## config.mk

```make
export PLATFORM = sky130hd
export DESIGN_NAME = fir_mac_seq
export DESIGN_NICKNAME = d
export VERILOG_FILES = /design/src/rtl/fir_mac_seq.sv
export SDC_FILE = /design/constraint.sdc
export NUM_CORES = 2
export LEC_CHECK = 0
export BUFFER_PORTS_ARGS = -buffer_cell sky130_fd_sc_hd__buf_2
export CELL_PAD_IN_SITES_DETAIL_PLACEMENT = 1
export CELL_PAD_IN_SITES_GLOBAL_PLACEMENT = 2
export CORE_ASPECT_RATIO = 1.2
export CORE_MARGIN = 1
export CORE_UTILIZATION = 41
export DETAILED_ROUTE_END_ITERATION = 6
export PLACE_DENSITY_LB_ADDON = 0.1
export RECOVER_POWER = 50
export SLEW_MARGIN = 20
export SYNTH_ARGS = -nofsm -noshare
export SYNTH_HDL_FRONTEND = slang
export SYNTH_SLANG_ARGS = --single-unit
```

## constraint.sdc

```tcl
create_clock -name clk -period 7.8 [get_ports clk]
set_input_delay 0.39 -clock clk [delete_from_list [all_inputs] [get_ports clk]]
set_output_delay 0.39 -clock clk [all_outputs]
set_load 0.1 [all_outputs]
```

## src/rtl/fir_mac_seq.sv

```systemverilog
// Time-multiplexed N-tap FIR: one multiplier walks a circular sample buffer
// against runtime-writable Q2.16 coefficients, then rounds and saturates.
module fir_mac_seq #(
    parameter int TAPS  = 16,
    parameter int DW    = 24,
    parameter int CW    = 18,
    parameter int SHIFT = 16
) (
    input  logic                      clk,
    input  logic                      reset,
    input  logic signed [DW-1:0]      data_in,
    input  logic                      data_in_valid,
    input  logic                      coef_we,
    input  logic [$clog2(TAPS)-1:0]   coef_addr,
    input  logic signed [CW-1:0]      coef_data,
    output logic signed [DW-1:0]      data_out,
    output logic                      data_out_valid,
    output logic                      busy,
    output logic                      overrun
);

    localparam int AW    = $clog2(TAPS);
    localparam int PW    = DW + CW;
    localparam int ACC_W = DW + CW + AW;

    localparam logic signed [CW-1:0] COEF_ONE = CW'(64'(1) << SHIFT);
    localparam logic signed [ACC_W-1:0] HALF = ACC_W'(64'(1) << (SHIFT - 1));
    localparam logic signed [ACC_W-1:0] SAT_HI = ACC_W'((64'(1) << (DW - 1)) - 1);
    localparam logic signed [ACC_W-1:0] SAT_LO = -SAT_HI - 1;

    typedef enum logic [1:0] {
        IDLE,
        MAC,
        DONE
    } state_t;

    state_t state;
    state_t state_nx;

    logic signed [DW-1:0] xbuf [TAPS];
    logic signed [CW-1:0] hbuf [TAPS];

    logic [AW-1:0]           wr_ptr;
    logic [AW-1:0]           k;
    logic [AW-1:0]           rd_idx;
    logic signed [PW-1:0]    mult;
    logic signed [PW-1:0]    prod;
    logic                    prod_vld;
    logic signed [ACC_W-1:0] acc;
    logic signed [ACC_W-1:0] acc_sum;
    logic signed [ACC_W-1:0] rnd;
    logic signed [DW-1:0]    sat;
    logic                    fin;

    always_comb begin
        state_nx = state;
        unique case (state)
            IDLE: if (data_in_valid) state_nx = MAC;
            MAC:  if (k == AW'(TAPS - 1)) state_nx = DONE;
            DONE: state_nx = IDLE;
            default: state_nx = IDLE;
        endcase
    end

    assign busy    = (state != IDLE);
    assign rd_idx  = wr_ptr - k;
    assign mult    = xbuf[rd_idx] * hbuf[k];
    assign acc_sum = acc + $signed({{AW{prod[PW-1]}}, prod});

    // Round half toward +inf, then clamp to the output range.
    always_comb begin
        rnd = (acc + HALF) >>> SHIFT;
        sat = rnd[DW-1:0];
        if (rnd > SAT_HI) sat = SAT_HI[DW-1:0];
        else if (rnd < SAT_LO) sat = SAT_LO[DW-1:0];
    end

    always_ff @(posedge clk) begin
        if (reset) begin
            state          <= IDLE;
            wr_ptr         <= '0;
            k              <= '0;
            prod           <= '0;
            prod_vld       <= 1'b0;
            acc            <= '0;
            fin            <= 1'b0;
            data_out       <= '0;
            data_out_valid <= 1'b0;
            overrun        <= 1'b0;
            for (int i = 0; i < TAPS; i++) begin
                xbuf[i] <= '0;
                hbuf[i] <= (i == 0) ? COEF_ONE : '0;
            end
        end else begin
            state          <= state_nx;
            data_out_valid <= 1'b0;
            fin            <= 1'b0;

            if (fin) begin
                data_out       <= sat;
                data_out_valid <= 1'b1;
            end

            if (data_in_valid && state != IDLE)
                overrun <= 1'b1;

            if (coef_we && state == IDLE)
                hbuf[coef_addr] <= coef_data;

            // Product is registered, so accumulation trails the tap index by one.
            unique case (state)
                IDLE: begin
                    if (data_in_valid) begin
                        xbuf[wr_ptr] <= data_in;
                        acc          <= '0;
                        k            <= '0;
                        prod_vld     <= 1'b0;
                    end
                end
                MAC: begin
                    prod     <= mult;
                    prod_vld <= 1'b1;
                    k        <= k + 1'b1;
                    if (prod_vld) acc <= acc_sum;
                end
                DONE: begin
                    acc      <= acc_sum;
                    prod_vld <= 1'b0;
                    wr_ptr   <= wr_ptr + 1'b1;
                    fin      <= 1'b1;
                end
                default: ;
            endcase
        end
    end

endmodule

```

After elaboration in Yosys (flattened, before gate mapping)
Memory sizes are Yosys's and may differ from the RTL's. A register that Yosys moved wholly into a read port is not among the register bits.
Cells that the tools add are included.
Word-level totals
  register bits: 126
  latch bits: 0
  RAM bits: 672
  memory bits (read-only): 0
  input bits: 50
  output and inout bits: 27
  memories: 2
Memory list
  xbuf: depth 16, bits a word 24, rd ports 1, clocked after memory_dff 0, write ports 16, line 40  | logic signed [DW-1:0] xbuf [TAPS];
  hbuf: depth 16, bits a word 18, rd ports 1, clocked after memory_dff 1, write ports 16, line 41  | logic signed [CW-1:0] hbuf [TAPS];
Cells by class
  $add $sub $neg: 5
  $mul: 1
  divide/modulo/power cells: 0
  magnitude comparators: 2
  equal/unequal tests: 6
  shift-type cells: 0
  muxes and demuxes: 31
  bitwise gates (word level): 0
  reduce and logical (&&, ||, !) cells: 12
Operator list (count)
  $pmux W46 S3: 1
  $mux W46: 2
  $mux W24: 3
  $add A46 B17 Y46 const B: 1
  $add A46 B42 Y46: 1
  $mul A24 B18 Y42: 1
  $gt A30 B24 Y1 const B: 1
  $lt A30 B24 Y1 const B: 1
  $reduce_or A24 Y1: 1
  $mux W4: 5
  $mux W18: 1
  $reduce_or A18 Y1: 1
  $mux W1: 14
  $add A4 B1 Y4 const B: 2
  $pmux W4 S2: 1
  $ne A2 B2 Y1 const B: 3
  $reduce_and A2 Y1: 3
  $eq A4 B4 Y1 const B: 1
  $mux W2: 2
  $pmux W2 S2: 1
  $reduce_bool A2 Y1: 2
  $sub A4 B4 Y4: 1
  $pmux W1 S3: 1
  $reduce_and A3 Y1: 1
  other kinds (5): 6

Logic depth before layout (Yosys ltp)
  depth in word-level cells: 7
  mapped depth: 36
  gate-level depth less buffers: 33

Least setup slack after synthesis
No wires, ideal clock.
  path type: register -> register
  start point: reg wr_ptr[0]
  end point: reg prod[37]
  library setup time: 0.082 ns
  arrival time: 8.489 ns
  slack: -0.772 ns
  stages on the path, launching flop included: 34
  clock period less this slack: 8.572 ns
  cells stage by stage: dfxtp_1 > inv_1 > ha_1 > inv_1 > fa_1 > clkbuf_1 > buf_2 > buf_1 > clkbuf_1 > mux4_2 > mux2i_1 > a21oi_1 > clkbuf_1 > nand2_1 > fa_1 > inv_1 > fa_1 > fa_1 > fa_1 > fa_1 > inv_1 > fa_1 > inv_1 > ha_1 > clkbuf_1 > a21o_1 > nand2b_1 > a221o_1 > and3b_1 > o31a_1 > o21ai_1 > a21o_1 > a2111o_1 > o221ai_1
Between the ends
  longest elaborated chain between the ends: 3
RTL lines
  from (decl): line 43  | logic [AW-1:0] wr_ptr;
  from (signal assigned): line 129  | wr_ptr <= wr_ptr + 1'b1;
  $sub A4 B4 Y4: line 66  | assign rd_idx = wr_ptr - k;
  $mem_v2 Z16 W24
  $mul A24 B18 Y42: line 67  | assign mult = xbuf[rd_idx] * hbuf[k];
  to (signal assigned): line 121  | prod <= mult;
  to (decl): line 47  | logic signed [PW-1:0] prod;
No other way between the ends.
A chain may end at the register's enable or synchronous reset.

Worst setup path in the final report
  start point: reg wr_ptr[0]
  end point: reg prod[33]
Same word-level chain as after synthesis.

==> flow_summary.yaml <==
placed_design:
  hpwl_microns: 116000
  port_buffers: 76
  routabilityCongestion: 0.823
grt:
  grtUsageTotal_pct: 25.4
  grt_pass1_vias: 39300
  grt_overflow: 0
  antenna_found_initial: 7
  grt_max_degree: 66
  grt_pass1_wl_microns: 249000
timing:
  rsz0062_at_grt: "true"
  skew_ps: 52.7
  fin_crit_ps: 8360
  finalSetupViolCount: 25
  timing.final.crit_share_pct: 107
  slew_headroom_pct: -53.6
  hold_viol: 0
  setup_ws_ps: -565
  drv_slew: 672
  tightest_slew_ps: 2300
  fmax_ghz: 0.120
setup_path:
  cp_common_cell: "fa_1"
  cp-end-kind: "flip-flop"
  critPathRequiredTime_ps: 8370
  path_max_fanout: 6
  critPathLaunchType: "flip-flop"
  crit_arrival_ps: 8930
  critical-path-max-stage-delay_ps: 830
  worst-setup-path-type: "flip-flop to flip-flop"
  crit_slowest_cell: "fa_4"
yosys:
  yosysWarnings: 0
  synth_top_area_share_pct: 37.6
  synth-edff-count: 672
  yosysUniqueCellTypes: 79
  synth_seq_area_share_pct: 42.4
  synth_ff_type: "edfxtp_1"
  avgSynthCellArea_sq_um: 11.8
  syn_inst: 4541
  ys_ff_latch: 802
  syn_nets: 5181
  synthTopCellsByArea: "edfxtp_1, fa_1, and2_1"
  mappedNetlistArea_sq_um: 53700
  synth_top_area_cell: "edfxtp_1"
  synth-async-reset-ratio_pct: 0
cts:
  clk_latency_ps: 720
  clk_pin_slew_worst_paths_ps: 60
  cts-htree-levels: 3
  cts_tree: "yes"
  cts_buffers: 91
  clockRootBuffer: "clkbuf_16"
  clock_path_buffers: 3
  cts_sinks: 802
finish:
  multi_input_area_sq_um: 29300
  finish.utilization_pct: 49.2
  register_area_sq_um: 22800
  synthToLayoutAreaGrowth_pct: 19.2
  fin_nets: 5562
  fill_cells: 13400
  layout-drive-gt1-share_pct: 22.3
floorplan:
  die-area_sq_um: 132000
  initial_core_util_pct: 41.3
  fp.coreArea_sq_um: 130000
  rows: 145
  ioPinCount: 77
  die_y_microns: 398
  die_x_microns: 332
routing:
  routed_wl_microns: 166000
  ant_nets: 0
  route.detailed.drc: 0
  first_pass_iters: 5
  drt-wirelength-per-cell_microns: 24.8
  drt_iter0_drc: 1788
  vias: 35700
  viasPerCell: 5.33
flow_run:
  maxCapViolations: 26
run_status:
  violations: "max-capacitance violations, max-slew violations, negative setup slack"
  outcome: "complete, but fails checks"
min_path:
  min_path_type: "input pin to flip-flop"
cell type report:
class	instances	share of cell area (%)
multi-input combinational	2956	45.7
sequential	802	35.6
timing repair buffer	551	7.62
clock buffer	120	3.81
tap	1690	3.31
inverter	520	3.05
clock inverter	49	0.823
antenna	3	0.0117
flip-flops by register name (all words and copies together), names as in the netlist, named ones only:
signal,cells
overrun,1
prod_vld,1
data_out,24
data_out_valid,1
xbuf,384
hbuf,288
wr_ptr,4
k,4
prod,42
acc,46
fin,1
state,2
per-layer routing:
metal | track usage [%] | routed length (microns)
met1 | 30.1 | 65400
met2 | 48.2 | 89700
met3 | 2.72 | 5890
met4 | 7.58 | 4890
met5 | 0 | 0
path summary, 6_finish.rpt:
check | start | end | slack [ps] | cells past startpoint
setup / recovery | wr_ptr[0] | prod[33] | -560 | 34
hold / removal | data_in[20] | xbuf[7][20] | 160 | 2
setup reg to reg | wr_ptr[0] | prod[33] | -560 | 34
hold reg to reg | acc[3] | acc[3] | 460 | 2
stage by stage:
step                      area, sq um  setup TNS (ps)  cells  worst slack [ps]  hold WS, ps
after CTS                       63600           -9720   6668              -656          103
after floorplan                 53900               0   4541              2.13          436
final                           64000           -9510   6691              -565          157
after detailed placement        58900          -23500   6425             -1160          458
after global routing            64000          -15230   6688              -817          145
after global placement          58900          -21330   6425             -1050          444
repair_timing:
action / in CTS / in global routing
gates cloned: 2 / 0
hold endpoints to repair: 1 / 0
hold buffers: 1 / 0
pin swaps: 123 / 75
setup buffers: 74 / 23
endpoints found under the setup margin: 29 / 29
gates resized for setup: 215 / 89
layout by cell type (no fill, tap or decap), types with 30 or more instances in the layout:
| cell type | count |
|---|---|
| xor2_1 | 32 |
| nand2b_1 | 38 |
| clkbuf_1 | 84 |
| nor2b_1 | 89 |
| nand3_1 | 36 |
| fa_1 | 405 |
| nor2_1 | 178 |
| inv_1 | 491 |
| a211oi_2 | 30 |
| a21oi_2 | 42 |
| o21ai_0 | 54 |
| a21o_1 | 46 |
| buf_6 | 49 |
| ha_1 | 136 |
| edfxtp_1 | 672 |
| and2_0 | 222 |
| buf_4 | 321 |
| mux2i_1 | 41 |
| dfxtp_1 | 126 |
| nand2_1 | 332 |
| a21oi_1 | 86 |
| buf_2 | 48 |
| mux4_2 | 183 |
| buf_12 | 66 |
| xnor2_1 | 60 |
| and2_1 | 522 |
| clkbuf_16 | 93 |
worst max-delay path: cells and delay by family, from the launching register on:
family | cells | cell delay (ps)
mux | 1 | 360
fa+ha+maj | 9 | 3960
flops | 1 | 320
simple gates | 5 | 840
compound gates | 9 | 1870
buf+inv | 10 | 850
synthesized netlist by cell type (15+ instances only):
cell type	number
buf_2	19
a211oi_1	32
edfxtp_1	672
nand3_1	39
fa_1	428
inv_1	520
mux2i_1	49
nor2_1	193
o21a_1	18
a21oi_1	121
nand2_1	337
nor3_1	25
a22oi_1	26
and2_1	758
dfxtp_1	130
o21ai_0	72
mux4_2	183
nor2b_1	97
clkbuf_1	225
or2_2	15
xnor2_1	66
a21o_1	46
a211oi_2	20
buf_1	15
nand2b_1	38
a21oi_2	21
ha_1	162
xor2_1	33
kinds of logic after synthesis:
kind of cell / Yosys count / synth area share [%]
buffers and inverters: 784 / 5.62
DFF: 802 / 42.4
AOI/OAI and AO/OA: 459 / 5.91
and+or+nand+nor: 1566 / 15.9
adders and majority gates: 590 / 19.7
xor gates and xnor gates: 100 / 1.67
muxes: 240 / 8.76
Power is left out: the tool's default activity adds up to more than one toggle a clock period on the data nets, which glitch-free logic cannot reach.
